===== src/rtl/multichannel_rd_arbiter.sv =====
// Four-channel round-robin arbiter in front of a single AXI read master.
// Each grant issues one burst, waits for rd_done, then returns through IDLE.
module multichannel_rd_arbiter #(
   parameter int AXI_WIDTH = 64
) (
   input  logic                 clk,
   input  logic                 rst_n,
   input  logic [3:0]           rd_req,
   input  logic [29:0]          rd_addr0,
   input  logic [29:0]          rd_addr1,
   input  logic [29:0]          rd_addr2,
   input  logic [29:0]          rd_addr3,
   input  logic [7:0]           rd_len0,
   input  logic [7:0]           rd_len1,
   input  logic [7:0]           rd_len2,
   input  logic [7:0]           rd_len3,
   output logic [3:0]           rd_grant,
   input  logic                 rd_done,
   output logic                 axi_rd_start,
   output logic [29:0]          axi_rd_addr,
   output logic [7:0]           axi_rd_len,
   input  logic [AXI_WIDTH-1:0] axi_rd_data,
   input  logic                 axi_rd_data_valid,
   output logic [AXI_WIDTH-1:0] rd_data,
   output logic [3:0]           rd_data_valid
);

   typedef enum logic [4:0] {
      IDLE = 5'b00001,
      S0   = 5'b00010,
      S1   = 5'b00100,
      S2   = 5'b01000,
      S3   = 5'b10000
   } state_t;

   state_t               r_state;
   state_t               w_state_nxt;
   logic [1:0]           r_ptr;
   logic [1:0]           w_ptr_nxt;
   logic                 r_issued;
   logic                 w_issued_nxt;
   logic [1:0]           w_pick;
   logic [1:0]           w_cand;
   logic [1:0]           w_cur;
   logic                 w_start;
   logic [29:0]          w_addr;
   logic [7:0]           w_len;
   logic [3:0]           w_grant;
   logic [AXI_WIDTH-1:0] r_rd_data;
   logic [3:0]           r_rd_data_valid;

   function automatic state_t grant_state(input logic [1:0] idx);
      state_t s;
      case (idx)
         2'd0:    s = S0;
         2'd1:    s = S1;
         2'd2:    s = S2;
         2'd3:    s = S3;
         default: s = IDLE;
      endcase
      return s;
   endfunction

   // Round-robin pick: scan backwards so the requester nearest ptr wins.
   always_comb begin
      w_pick = r_ptr;
      w_cand = r_ptr;
      for (int j = 3; j >= 0; j--) begin
         w_cand = r_ptr + 2'(j);
         if (rd_req[w_cand]) begin
            w_pick = w_cand;
         end else begin
            w_pick = w_pick;
         end
      end
   end

   // Channel index of the current grant state.
   always_comb begin
      case (r_state)
         S0:      w_cur = 2'd0;
         S1:      w_cur = 2'd1;
         S2:      w_cur = 2'd2;
         S3:      w_cur = 2'd3;
         default: w_cur = 2'd0;
      endcase
   end

   // Next-state, pointer and issue-flag logic.
   always_comb begin
      w_state_nxt  = r_state;
      w_ptr_nxt    = r_ptr;
      w_issued_nxt = r_issued;
      w_start      = 1'b0;
      case (r_state)
         IDLE: begin
            if (rd_req != 4'b0000) begin
               w_state_nxt  = grant_state(w_pick);
               w_issued_nxt = 1'b0;
            end else begin
               w_state_nxt = IDLE;
            end
         end
         S0, S1, S2, S3: begin
            w_start = rd_req[w_cur] & ~r_issued;
            if (r_issued) begin
               if (rd_done) begin
                  w_state_nxt = IDLE;
                  w_ptr_nxt   = w_cur + 2'd1;
               end else begin
                  w_state_nxt = r_state;
               end
            end else if (rd_req[w_cur]) begin
               w_issued_nxt = 1'b1;
            end else begin
               // requester withdrew before its burst was issued
               w_state_nxt = IDLE;
               w_ptr_nxt   = w_cur + 2'd1;
            end
         end
         default: begin
            w_state_nxt = IDLE;
         end
      endcase
   end

   // Address/length mux of the granted channel; zero when idle.
   always_comb begin
      w_addr = 30'd0;
      w_len  = 8'd0;
      case (r_state)
         S0:      begin w_addr = rd_addr0; w_len = rd_len0; end
         S1:      begin w_addr = rd_addr1; w_len = rd_len1; end
         S2:      begin w_addr = rd_addr2; w_len = rd_len2; end
         S3:      begin w_addr = rd_addr3; w_len = rd_len3; end
         default: begin w_addr = 30'd0;    w_len = 8'd0;    end
      endcase
   end

   assign w_grant = {r_state == S3, r_state == S2, r_state == S1, r_state == S0};

   // Arbiter state registers.
   always_ff @(posedge clk or negedge rst_n) begin
      if (!rst_n) begin
         r_state  <= IDLE;
         r_ptr    <= 2'd0;
         r_issued <= 1'b0;
      end else begin
         r_state  <= w_state_nxt;
         r_ptr    <= w_ptr_nxt;
         r_issued <= w_issued_nxt;
      end
   end

   // Read-beat capture, routed to whichever channel holds the grant this cycle.
   always_ff @(posedge clk or negedge rst_n) begin
      if (!rst_n) begin
         r_rd_data       <= {AXI_WIDTH{1'b0}};
         r_rd_data_valid <= 4'b0000;
      end else begin
         if (axi_rd_data_valid) begin
            r_rd_data <= axi_rd_data;
         end else begin
            r_rd_data <= r_rd_data;
         end
         r_rd_data_valid <= {4{axi_rd_data_valid}} & w_grant;
      end
   end

   assign rd_grant      = w_grant;
   assign axi_rd_start  = w_start;
   assign axi_rd_addr   = w_addr;
   assign axi_rd_len    = w_len;
   assign rd_data       = r_rd_data;
   assign rd_data_valid = r_rd_data_valid;

endmodule


===== config.mk =====
export PLATFORM = sky130hd
export DESIGN_NAME = multichannel_rd_arbiter
export DESIGN_NICKNAME = d
export VERILOG_FILES = /design/src/rtl/multichannel_rd_arbiter.sv
export SDC_FILE = /design/constraint.sdc
export NUM_CORES = 1
export LEC_CHECK = 0
export BUFFER_PORTS_ARGS = -buffer_cell sky130_fd_sc_hd__buf_2
export CAP_MARGIN = 40
export CORE_AREA = 2 2 131 133
export CTS_BUF_LIST = sky130_fd_sc_hd__clkbuf_4
export CTS_CLUSTER_DIAMETER = 80
export CTS_CLUSTER_SIZE = 30
export DETAILED_ROUTE_END_ITERATION = 6
export DIE_AREA = 0 0 133 135
export GPL_ROUTABILITY_DRIVEN = 1
export PLACE_DENSITY = 0.66
export SYNTH_ARGS = -nofsm -noshare
export SYNTH_HDL_FRONTEND = slang
export SYNTH_SLANG_ARGS = --single-unit

===== constraint.sdc =====
create_clock -name clk -period 1.7 [get_ports clk]
set_input_delay 0.17 -clock clk [delete_from_list [all_inputs] [get_ports clk]]
set_output_delay 0.17 -clock clk [all_outputs]
set_load 0.01 [all_outputs]

# Word level (Yosys, flattened, before mapping)
# Index checks and enable logic that the tools add are counted.
dict set report totals {
  ff_bits 76
  in_bits 224
  output_inout_bits 111
  elab_cells 68
}
dict set report op_classes {
  add_sub_neg 4
  n_lt_le_gt_ge 5
  n_eq_ne 13
  mux 31
  n_bitwise 3
  reduce_logical 7
}
# op count
set ops {}
lappend ops {{$pmux W30 S4} 1}
lappend ops {{$pmux W8 S4} 1}
lappend ops {{$mux W5} 4}
lappend ops {{$pmux W5 S4} 1}
lappend ops {{$lt A2 B3 Y1 const B} 5}
lappend ops {{$mux W2} 7}
lappend ops {{$bmux W1 S2} 5}
lappend ops {{$pmux W5 S2} 1}
lappend ops {{$mux W1} 9}
lappend ops {{$ne A2 B2 Y1 const B} 3}
lappend ops {{$ne A3 B3 Y1 const B} 2}
lappend ops {{$pmux W2 S3} 1}
lappend ops {{$eq A5 B1 Y1 const B} 1}
lappend ops {{$eq A5 B2 Y1 const B} 1}
lappend ops {{$eq A5 B3 Y1 const B} 1}
lappend ops {{$eq A5 B4 Y1 const B} 1}
lappend ops {{$eq A5 B5 Y1 const B} 1}
lappend ops {{$add A2 B1 Y2 const B} 2}
lappend ops {{$add A2 B2 Y2 const B} 2}
lappend ops {{$and A4 B4 Y4} 1}
lappend ops {{$eq A2 B2 Y1 const B} 2}
lappend ops {{$reduce_and A2 Y1} 2}
lappend ops {{$reduce_bool A4 Y1} 1}
lappend ops {{$reduce_or A4 Y1} 1}
lappend ops {{7 further kinds} 7}

# Longest topological paths before layout
dict set report logic_depth {
  word_depth 11
  depth_mapped 8
  ltp_nobuf 5
}

# Worst setup path after synthesis
# Ideal clock, no wire load.
dict set report synth_timing {
  path_type {register -> output}
  start {register r_state[4]}
  end {output axi_rd_start}
  t_arrival_ns 1.694
  required_ns 1.530
  slack_ns -0.164
  stages_incl_launch_ff 7
  path_buffers 1
  cell_sequence {dfrtp_1 > buf_6 > or3_1 > a21oi_1 > o31a_2 > or3b_1 > nor2_1}
}
dict set report synth_via {
  elab_chain_cells 6
  elab_cells_between_ends 10
  classes_between {eq/ne: 4; mux: 4; bitwise: 1; reduce/logical: 1}
}
# element line_no
set synth_rtl {}
lappend synth_rtl {{start: declaration} 36} ;# state_t r_state;
lappend synth_rtl {{start signal: assignment} 149} ;# r_state <= w_state_nxt;
lappend synth_rtl {{$eq A5 B5 Y1, or another cell as far along} {80, 95}}
lappend synth_rtl {{$pmux W2 S3} 80} ;# case (r_state)
lappend synth_rtl {{$bmux W1 S2} 105} ;# w_start = rd_req[w_cur] & ~r_issued;
lappend synth_rtl {{$mux W1 (implied by the code)} 105}
lappend synth_rtl {{$and A1 B1 Y1} 105}
lappend synth_rtl {{$mux W1 (*)} 95} ;# case (r_state)
lappend synth_rtl {{end: declaration} 19} ;# output logic axi_rd_start,
# Mark *: on every way between the ends. The rest lies on a longest branch, timed or not. The select of a mux whose other input is x is not followed.

# Final worst setup path
dict set report layout_timing {
  start {register r_state[0]}
  end {output axi_rd_addr[6]}
}
dict set report layout_via {
  elab_chain_cells 2
  elab_cells_between_ends 5
  classes_between {eq/ne: 4; mux: 1}
}
# element line_no
set layout_rtl {}
lappend layout_rtl {{$eq A5 B5 Y1, or another cell as far along} 131} ;# case (r_state)
lappend layout_rtl {{$pmux W30 S4 (*)} 131}
lappend layout_rtl {{end: declaration} 20} ;# output logic [29:0] axi_rd_addr,
# Mark *: on every way between the ends. The rest lies on a longest branch, timed or not.

==> metrics <==
number of synthesized register bits=76; # IOs=335; first-pass GRT wire length=25200 um; Fmax=434 MHz; Synth cell types=41; placed cell count=903; Vias=4769; Post-Synth XOR/XNOR Area=0.454%; worst vdd ir=0.530 mV; WL/cell=18.5 um; DR iter-0 viols=314; asr flop ratio synth=100%; Die Y=135 um; fin crit period=2300 ps; post-DP HPWL=12100 um; DRC=0; mux contribution to synthesized area=19.0%; unrepaired setup endpoints after global routing=yes; Die Wd=133 um; crit-path max FO=10; violated checks=setup timing; crit share post-route=135%; WP data required=1530 ps; TritonCTS clock tree=yes; Most used DFF post-synth=dfrtp_1; GRT Util Overall=18.2%; Non-Filler Instances=1010; Critical Path AT=2130 ps; Syn-to-layout area delta=88.6%; fraction of final layout cells sized beyond drive strength 1=63.4%; PwrDens=988 nW/um2; worst skew pair latency=400 ps; status=finished with violations; Cell Area, Placed=5990 um2; Critical Path End Type=output port; combinational family with the most area after synthesis=multiplexers; Final WS setup=-603 ps; Initial Util=23.5%; initial antenna violation count=6; H-tree levels=3; CTS clk-pin slew, worst paths=130 ps; sequential area share after synthesis=49.3%; Synth Cell Area=3860 um2; WS Path Type=flip-flop to output port; post-route cell area=7280 um2; Synth Area in Adders=0%; worst min path class=primary input to asynchronous set/reset pin; Avg Cell Area, Syn=11.1 um2; total CTS buffers=9; commonest non-fill, non-tap cell in the layout=buf_2; Ys Warns=0; Fin. Hold Viols=0; Critical Path Start Type=flip-flop; vias in the first global route=4681; Leakage=3.77 nW; core box area=16400 um2; total global routing overflow=0; compound-gate portion of the synthesized area=14.4%; Root Buffer=clkbuf_4; DP Worst Slack=-198 ps; Post-Synth Simple-Gate Area=12.8%; maxcap violations=0; Initial DRT Pass Iterations=5; Syn Nets=573; Routed Antenna Nets=0; number of vias per cell=4.72; Setup Viol. Count Final=50; Util after Layout=44.4%; Max Slew Vio Count=0; aggregate routed wire length=18700 um; Post-synth EDFFs=0; Slew HR=71.2%; Post-Synthesis Cells=349; fillcell total=1512; leading cell types in the layout, fill and taps excluded=327 x buf_2, 75 x dfrtp_1, 70 x nand2_1; largest net degree at the start of global routing=69; DIE AREA=18000 um2; Slew @ Worst Pin=433 ps; nets=1005; Rows=47; RD Place Congestion=0.824; IO Port Bufs=334; clk_skew=4.81 ps; Max clock buf depth=2; clk sinks=76
[Yosys cell counts, drive strengths merged (2+ instances only)]
cell type | instances | share of area [%]
clkbuf | 15 | 1.7
o22ai | 2 | 0.32
nor2 | 7 | 0.68
nor3b | 4 | 1.0
dfrtp | 75 | 49
o31a | 2 | 0.52
xnor2 | 2 | 0.45
inv | 8 | 0.78
o21ai | 3 | 0.39
or3 | 3 | 0.49
nor3 | 2 | 0.26
and2 | 2 | 0.32
nor2b | 3 | 0.49
buf | 11 | 1.5
a21oi | 5 | 0.75
nand2 | 84 | 8.2
and3 | 2 | 0.32
mux2 | 65 | 19
a222oi | 38 | 9.8
[layout make-up]
cell class                      instances  area [um2]  share of cell area [%]
Timing Repair Buffer                  447        3000                    41.1
Multi-Input combinational cell        239        1940                    26.6
Sequential cell                        76        1900                    26.1
Tap cell                              220         275                    3.78
Clock buffer                            9        67.6                   0.928
Clock inverter                          5        55.1                   0.756
Inverter                                8        35.0                   0.481
Antenna cell                            6        15.0                   0.206
[per-stage QoR]
stage	hold WS [ps]	power (W)	setup TNS, ps
final	225	0.00720	-24990
after floorplan	-126	0.00388	-232
after global placement	97.5	0.00524	-3340
after CTS	153	0.00695	-24920
after detailed placement	103	0.00528	-4450
after global routing	198	0.00762	-30680
[power breakdown]
part | internal, W | switching [W] | total, W
clock | 0.000428 | 0.000597 | 0.00103
combinational | 0.00205 | 0.00191 | 0.00397
sequential | 0.00206 | 0.000151 | 0.00221
total | 0.00454 | 0.00266 | 0.00720
[layer usage]
metal  part of all wire, %  GRT usage [%]  vias up  routed length [um]
li1                      -              -     2178                   -
met4                   3.6           9.98        0                 672
met3                   6.1           2.74       38                1150
met1                    37           19.8     2275                6900
met2                    53           33.9      278                9970
met5                     0              0        -                   0
[sequential cells by signal, summed over array words and instances, names as in the netlist]
register and flops:
r_issued 1, r_ptr 2, r_state 5, rd_data 64
rd_data_valid 4
[worst max-delay path: stages, from the launching register on]
cell and delay, ps:
dfstp_2 580, or3_4 150, nor3b_4 50, buf_6 130, clkbuf_16 160, a222oi_1 410, nand2_1 90, buf_2 160
[worst paths after layout]
| path | start | end | slack, ps | depth (start not counted) |
|---|---|---|---|---|
| worst max-delay path | r_state[0]$_DFFE_PN1P_ | axi_rd_addr[6] | -600 | 7 |
| worst min-delay path | rst_n | rd_data[11]$_DFFE_PN0P_ | 230 | 2 |
| worst max register to register | r_state[0]$_DFFE_PN1P_ | r_ptr[0]$_DFFE_PN0P_ | -420 | 8 |
| worst min register to register | rd_data[59]$_DFFE_PN0P_ | rd_data[59]$_DFFE_PN0P_ | 510 | 1 |
| max in group asynchronous | rst_n | r_state[0]$_DFFE_PN1P_ | 880 | 3 |
| min in group clk | rd_done | r_ptr[1]$_DFFE_PN0P_ | 260 | 4 |
[repair_timing]
item,CTS,global route
setup buffers,8,5
pin swaps,15,23
gates cloned,5,7
hold buffers,65,0
endpoints found under the hold margin,139,0
endpoints found under the setup margin,50,51
gates resized for setup,39,18
[cells by family after synthesis]
kind of cell	Yosys count
buf+inv	34
simple gates	112
xor+xnor	2
flops	76
mux	65
compound gates	60
Power figures use the tool's default switching activity.
